## src/rtl/wb_arb2_rr_if.sv

```systemverilog
// Wishbone classic bus bundle shared by the arbiter's master-facing and slave-facing ports.
// The master modport drives the request side; the slave modport answers it.
interface wb_arb2_rr_if #(
  parameter int unsigned adr_width = 32
) ();
  logic [adr_width-1:0] adr;
  logic [31:0]          wdat;
  logic [31:0]          rdat;
  logic [3:0]           sel;
  logic                 we;
  logic                 cyc;
  logic                 stb;
  logic                 ack;
  logic                 err;

  modport master (
    output adr, wdat, sel, we, cyc, stb,
    input  rdat, ack, err
  );

  modport slave (
    input  adr, wdat, sel, we, cyc, stb,
    output rdat, ack, err
  );
endinterface

```

## src/rtl/wb_arb2_rr.sv

```systemverilog
// Two-master round-robin Wishbone arbiter; ownership spans a whole cyc, and a watchdog
// aborts transfers that the slave never acknowledges.
module wb_arb2_rr #(
  parameter int unsigned adr_width   = 32,
  parameter int unsigned timeout_cyc = 255
) (
  input  logic                clk,
  input  logic                rst,
  wb_arb2_rr_if.slave         m0,
  wb_arb2_rr_if.slave         m1,
  wb_arb2_rr_if.master        s,
  output logic [1:0]          gnt_o,
  output logic                tout_o
);

  localparam logic [15:0] TimeoutLast = 16'(timeout_cyc - 1);

  typedef enum logic [1:0] {StIdle, StBusy, StAbort, StDrain} state_e;

  state_e      state_q;
  logic [1:0]  gnt_q;
  logic        last_q;
  logic [15:0] wdog_q;
  logic        tout_q;

  logic                 owner;
  logic                 busy;
  logic                 own_cyc;
  logic                 own_stb;
  logic                 own_we;
  logic [adr_width-1:0] own_adr;
  logic [31:0]          own_wdat;
  logic [3:0]           own_sel;

  assign owner = gnt_q[1];
  assign busy  = (state_q == StBusy);

  always_comb begin
    own_cyc  = m0.cyc;
    own_stb  = m0.stb;
    own_we   = m0.we;
    own_adr  = m0.adr;
    own_wdat = m0.wdat;
    own_sel  = m0.sel;
    if (owner) begin
      own_cyc  = m1.cyc;
      own_stb  = m1.stb;
      own_we   = m1.we;
      own_adr  = m1.adr;
      own_wdat = m1.wdat;
      own_sel  = m1.sel;
    end
  end

  // The slave only sees the owner while BUSY, so reset, ABORT and DRAIN all float it to zero.
  assign s.cyc  = busy & own_cyc;
  assign s.stb  = busy & own_stb;
  assign s.we   = busy & own_we;
  assign s.adr  = busy ? own_adr  : '0;
  assign s.wdat = busy ? own_wdat : '0;
  assign s.sel  = busy ? own_sel  : '0;

  assign m0.ack  = busy & ~owner & s.ack;
  assign m1.ack  = busy &  owner & s.ack;
  assign m0.err  = tout_q & ~owner;
  assign m1.err  = tout_q &  owner;
  assign m0.rdat = s.rdat;
  assign m1.rdat = s.rdat;

  assign gnt_o  = gnt_q;
  assign tout_o = tout_q;

  always_ff @(posedge clk or negedge rst) begin
    if (!rst) begin
      state_q <= StIdle;
      gnt_q   <= 2'b00;
      last_q  <= 1'b1;
      wdog_q  <= '0;
      tout_q  <= 1'b0;
    end else begin
      tout_q <= 1'b0;
      unique case (state_q)
        StIdle: begin
          // On a tie the master that did not own the bus last time wins.
          if (m0.cyc && (!m1.cyc || last_q)) begin
            gnt_q   <= 2'b01;
            last_q  <= 1'b0;
            wdog_q  <= '0;
            state_q <= StBusy;
          end else if (m1.cyc) begin
            gnt_q   <= 2'b10;
            last_q  <= 1'b1;
            wdog_q  <= '0;
            state_q <= StBusy;
          end
        end
        StBusy: begin
          if (!own_cyc) begin
            gnt_q   <= 2'b00;
            state_q <= StIdle;
          end else if (s.ack) begin
            wdog_q <= '0;
          end else if (own_stb && (wdog_q == TimeoutLast)) begin
            tout_q  <= 1'b1;
            state_q <= StAbort;
          end else if (own_stb && (wdog_q != 16'hFFFF)) begin
            wdog_q <= wdog_q + 16'd1;
          end
        end
        StAbort: begin
          state_q <= StDrain;
        end
        StDrain: begin
          if (!own_cyc) begin
            gnt_q   <= 2'b00;
            state_q <= StIdle;
          end
        end
        default: begin
          gnt_q   <= 2'b00;
          state_q <= StIdle;
        end
      endcase
    end
  end

endmodule

```

## src/flat_wrapper.sv

```systemverilog
// flat-port wrapper written by rule: the top's interface ports become plain ports
module wb_arb2_rr_flat 
#(
  parameter int unsigned adr_width   = 32,
  parameter int unsigned timeout_cyc = 255
)
  (clk, rst, gnt_o, tout_o, m0_adr, m0_wdat, m0_sel, m0_we, m0_cyc, m0_stb, m0_rdat, m0_ack, m0_err, m1_adr, m1_wdat, m1_sel, m1_we, m1_cyc, m1_stb, m1_rdat, m1_ack, m1_err, s_adr, s_wdat, s_sel, s_we, s_cyc, s_stb, s_rdat, s_ack, s_err);
  wb_arb2_rr_if #(.adr_width(adr_width)) m0_i ();
  wb_arb2_rr_if #(.adr_width(adr_width)) m1_i ();
  wb_arb2_rr_if #(.adr_width(adr_width)) s_i ();
  input  logic clk;
  input  logic rst;
  output logic [1:0] gnt_o;
  output logic tout_o;
  input wire logic [$bits(m0_i.adr)-1:0] m0_adr;
  input wire logic [$bits(m0_i.wdat)-1:0] m0_wdat;
  input wire logic [$bits(m0_i.sel)-1:0] m0_sel;
  input wire logic [$bits(m0_i.we)-1:0] m0_we;
  input wire logic [$bits(m0_i.cyc)-1:0] m0_cyc;
  input wire logic [$bits(m0_i.stb)-1:0] m0_stb;
  output wire logic [$bits(m0_i.rdat)-1:0] m0_rdat;
  output wire logic [$bits(m0_i.ack)-1:0] m0_ack;
  output wire logic [$bits(m0_i.err)-1:0] m0_err;
  input wire logic [$bits(m1_i.adr)-1:0] m1_adr;
  input wire logic [$bits(m1_i.wdat)-1:0] m1_wdat;
  input wire logic [$bits(m1_i.sel)-1:0] m1_sel;
  input wire logic [$bits(m1_i.we)-1:0] m1_we;
  input wire logic [$bits(m1_i.cyc)-1:0] m1_cyc;
  input wire logic [$bits(m1_i.stb)-1:0] m1_stb;
  output wire logic [$bits(m1_i.rdat)-1:0] m1_rdat;
  output wire logic [$bits(m1_i.ack)-1:0] m1_ack;
  output wire logic [$bits(m1_i.err)-1:0] m1_err;
  output wire logic [$bits(s_i.adr)-1:0] s_adr;
  output wire logic [$bits(s_i.wdat)-1:0] s_wdat;
  output wire logic [$bits(s_i.sel)-1:0] s_sel;
  output wire logic [$bits(s_i.we)-1:0] s_we;
  output wire logic [$bits(s_i.cyc)-1:0] s_cyc;
  output wire logic [$bits(s_i.stb)-1:0] s_stb;
  input wire logic [$bits(s_i.rdat)-1:0] s_rdat;
  input wire logic [$bits(s_i.ack)-1:0] s_ack;
  input wire logic [$bits(s_i.err)-1:0] s_err;
  assign m0_i.adr = m0_adr;
  assign m0_i.wdat = m0_wdat;
  assign m0_i.sel = m0_sel;
  assign m0_i.we = m0_we;
  assign m0_i.cyc = m0_cyc;
  assign m0_i.stb = m0_stb;
  assign m0_rdat = m0_i.rdat;
  assign m0_ack = m0_i.ack;
  assign m0_err = m0_i.err;
  assign m1_i.adr = m1_adr;
  assign m1_i.wdat = m1_wdat;
  assign m1_i.sel = m1_sel;
  assign m1_i.we = m1_we;
  assign m1_i.cyc = m1_cyc;
  assign m1_i.stb = m1_stb;
  assign m1_rdat = m1_i.rdat;
  assign m1_ack = m1_i.ack;
  assign m1_err = m1_i.err;
  assign s_adr = s_i.adr;
  assign s_wdat = s_i.wdat;
  assign s_sel = s_i.sel;
  assign s_we = s_i.we;
  assign s_cyc = s_i.cyc;
  assign s_stb = s_i.stb;
  assign s_i.rdat = s_rdat;
  assign s_i.ack = s_ack;
  assign s_i.err = s_err;
  wb_arb2_rr #(.adr_width(adr_width), .timeout_cyc(timeout_cyc)) u_core (.clk(clk), .rst(rst), .m0(m0_i), .m1(m1_i), .s(s_i), .gnt_o(gnt_o), .tout_o(tout_o));
endmodule
```

## config.mk

```make
export PLATFORM = sky130hd
export DESIGN_NAME = wb_arb2_rr_flat
export DESIGN_NICKNAME = d
export VERILOG_FILES = /design/src/rtl/wb_arb2_rr_if.sv /design/src/rtl/wb_arb2_rr.sv /design/src/flat_wrapper.sv
export SDC_FILE = /design/constraint.sdc
export NUM_CORES = 1
export LEC_CHECK = 0
export ABC_AREA = 1
export BUFFER_PORTS_ARGS = -buffer_cell sky130_fd_sc_hd__buf_2
export CORE_AREA = 2 2 126 128
export CTS_BUF_LIST = sky130_fd_sc_hd__clkbuf_4 sky130_fd_sc_hd__clkbuf_8
export DETAILED_ROUTE_END_ITERATION = 8
export DIE_AREA = 0 0 128 130
export GPL_ROUTABILITY_DRIVEN = 0
export PLACE_DENSITY = 0.57
export REMOVE_ABC_BUFFERS = 1
export SYNTH_ARGS = -nofsm -noshare
export SYNTH_HDL_FRONTEND = slang
export SYNTH_SLANG_ARGS = --single-unit
```

## constraint.sdc

```tcl
create_clock -name clk -period 1.8 [get_ports clk]
set_input_delay 0.09 -clock clk [delete_from_list [all_inputs] [get_ports clk]]
set_output_delay 0.09 -clock clk [all_outputs]
set_load 0.03 [all_outputs]
```

==> reports/qor.txt <==
Final Hold Viols = 0
WL/cell = 18.3 microns
Synth Flop Type = dfrtp_1
slowest CP cell = dfrtp_2
Inserted Clock Buffers = 3
Die H = 130 microns
Post-Synthesis Cells = 541
crit-path max FO = 33
fin nets = 873
total wire length = 16100 microns
Max Clock Freq = 584 MHz
# DRC = 0
Die Span X = 128 microns
Crit path required time = 1.71 ns
Final Setup Violations = 0
Peak VDD IR = 403 uV
Worst Hold Class = in -> reg
outcome = complete, no violations
net switching power = 4.15 mW
crit path DAT = 1.62 ns
total gr overflow = 0
largest area contributor in the netlist = nand2_1
initial antenna violation count = 0
1st-iter DRT viols = 218
CP max stage delay = 0.46 ns
RSZ-0062 raised after global routing = yes
max-slew violations = 0
H-Tree Depth = 1
Final ANT Viol Nets = 0
final period utilization = 95.1%
First-pass DRT Iterations = 4
clk_skew = 0.00496 ns
share of cells above drive strength 1 = 39.9%
# IOs = 320
# Max-Cap Violations = 0
Netlist cell types = 31
critical path, cell by cell = inv_2, nand2_4, buf_12, a21oi_1, buf_2
kind of critical path = reg -> out
Die ar. = 16600 sq um
largest net degree at the start of global routing = 36
Logic pwr share = 84.3%
Synth Register Bits = 22
post-detailed-route via-to-cell ratio = 4.46
CP startpoint kind = flip-flop
Lkg Pwr = 2.29 nW
Tightest Pin Transition = 0.541 ns
CP Capture Type = output pin
CTS tree = done
routed via count = 3941
hpwl dp = 12800 microns
Synth top area share = 26.1%
Initial Util = 19.8%
Syn-to-layout area delta = 37.1%
pwr/cell area = 1560 nW/um^2
post-synthesis sequential area ratio = 18.0%
Syn Area/Cell = 5.66 sq um
number of flops mapped to enable cells by yosys = 0
number of port buffers = 222
Period minus WS final = 1.71 ns
Clk pwr share = 5.7%
Synth area leaders = nand2_1 (26%), dfrtp_1 (17%), buf_4 (16%)
number of diodes = 0
CTS root buf = clkbuf_8
Final Hold Slack = 0.0945 ns
share of async-settable or async-resettable flops after synthesis = 100%
Synth warnings = 0
all-layer global routing usage = 17.9%
Pint = 2.39 mW
latest clock arrival within the worst-skew pair = 0.27 ns
register share of total power = 10.0%
synthesized cell area = 3060 sq um
Power Total = 6.55 mW
Sink Count = 22
vias in the first global route = 3503
first-pass GRT wire length = 21800 microns
clock-pin slew on the worst setup and hold paths = 0.09 ns
fin util = 27.2%
buffer depth of the longest clock path = 2
row count = 46
switching share of power = 63.4%
area of the core = 15400 sq um
Worst slew margin = 63.9%
==> sequential cells by signal, indices dropped and copies added, names as in the netlist, named ones only <==
name / flops
u_core.gnt_o: 2
u_core.state_q: 1
u_core.tout_o: 1
u_core.last_q: 1
u_core.wdog_q: 16
==> metal layers <==
layer  part of all wire, %  global-route usage [%]
met5                  0.33                    2.94
met4                  0.46                    1.94
met3                    20                    15.0
met2                    39                    23.9
met1                    41                    22.2
==> critical path, delay by kind of cell (launching register included) <==
family                 cells  cell delay, ns
buffers and inverters      3            0.58
AO/OA/AOI/OAI              1            0.16
flip-flops                 1            0.46
AND/OR/NAND/NOR            1            0.15
==> final timing paths <==
| path | end | depth (start not counted) | slack [ns] | start |
|---|---|---|---|---|
| worst max-delay path | s_wdat[6] | 5 | 0.09 | flip-flop |
| worst max register to register | u_core.wdog_q[15]$_DFFE_PN0P_ | 9 | 0.14 | u_core.wdog_q[1]$_DFFE_PN0P_ |
| worst min-delay path | u_core.tout_o$_DFF_PN0_ | 2 | 0.09 | s_ack |
| worst min register to register | u_core.last_q$_DFFE_PN1P_ | 2 | 0.47 | u_core.last_q$_DFFE_PN1P_ |
| max in group asynchronous | asynchronous set/reset pin | 2 | 1.07 | rst |
| min in group asynchronous | u_core.wdog_q[3]$_DFFE_PN0P_ | 2 | 0.34 | rst |
==> cells by family after synthesis <==
group	after synthesis	share of synthesized area, %
AO/OA/AOI/OAI	80	13.4
AND/OR/NAND/NOR	313	43.4
flip-flops	22	18.0
buffers and inverters	121	23.5
XOR/XNOR	3	0.858
adder cells (fa/ha/maj)	2	0.817
==> what timing repair did <==
item / in CTS / in global routing
resized for setup: 16 / 46
hold endpoints to repair: 21 / 0
buffers inserted: 0 / 1
setup endpoints to repair: 33 / 73
hold buffers: 1 / 0
gates cloned: 2 / 0
==> area by class of cell <==
type	instances	area, sq um
fillers	1782	11200
flip-flops and latches	22	554
repair buffers	237	1390
well taps	192	240
clock buffers	4	55.1
multi-input cells	398	1840
inverters	31	119
==> Yosys cell counts, types with 3 or more instances <==
master / n
nand2_1: 213
a21oi_1: 70
buf_4: 66
nor2_1: 43
inv_1: 28
nand3_1: 25
dfrtp_1: 21
clkbuf_1: 15
nand2_2: 14
buf_1: 6
nand4_1: 6
o21ai_0: 6
nor3_1: 4
inv_2: 3
==> cell usage in the layout (no fill, tap or decap), types with 2 or more instances in the layout <==
cell type / count
clkbuf_8: 4
ha_1: 2
dfrtp_2: 2
nor2_1: 43
dfrtp_1: 19
a21oi_2: 7
a21oi_1: 62
nand4_1: 6
clkbuf_4: 9
nand2_2: 13
nand2_1: 213
buf_16: 2
nand2_8: 2
buf_12: 3
xnor2_1: 2
nand2_4: 2
inv_2: 2
nand3_1: 25
o21ai_0: 6
buf_2: 190
buf_4: 31
nor3_1: 4
inv_1: 28
==> metrics by stage <==
step | worst slack [ns] | cells | setup TNS (ns) | instance area (sq um)
after floorplan | -1.83 | 451 | -113.39 | 2460
after global placement | 0.129 | 876 | 0 | 3920
after detailed placement | 0.0904 | 876 | 0 | 3920
after CTS | -0.00835 | 883 | -0.00835 | 4090
after global routing | -0.00605 | 884 | -0.0102 | 4200
final | 0.0874 | 884 | 0 | 4200
==> power groups by stage <==
stage,logic [mW],registers [mW],clock network (mW)
global route,5.94,0.664,0.407
CTS,5.38,0.648,0.377
global placement,5.02,0.649,0
detailed placement,5.01,0.652,0
floorplan,3.02,0.793,0
finish,5.52,0.654,0.372
(Power assumes the default switching activity.)
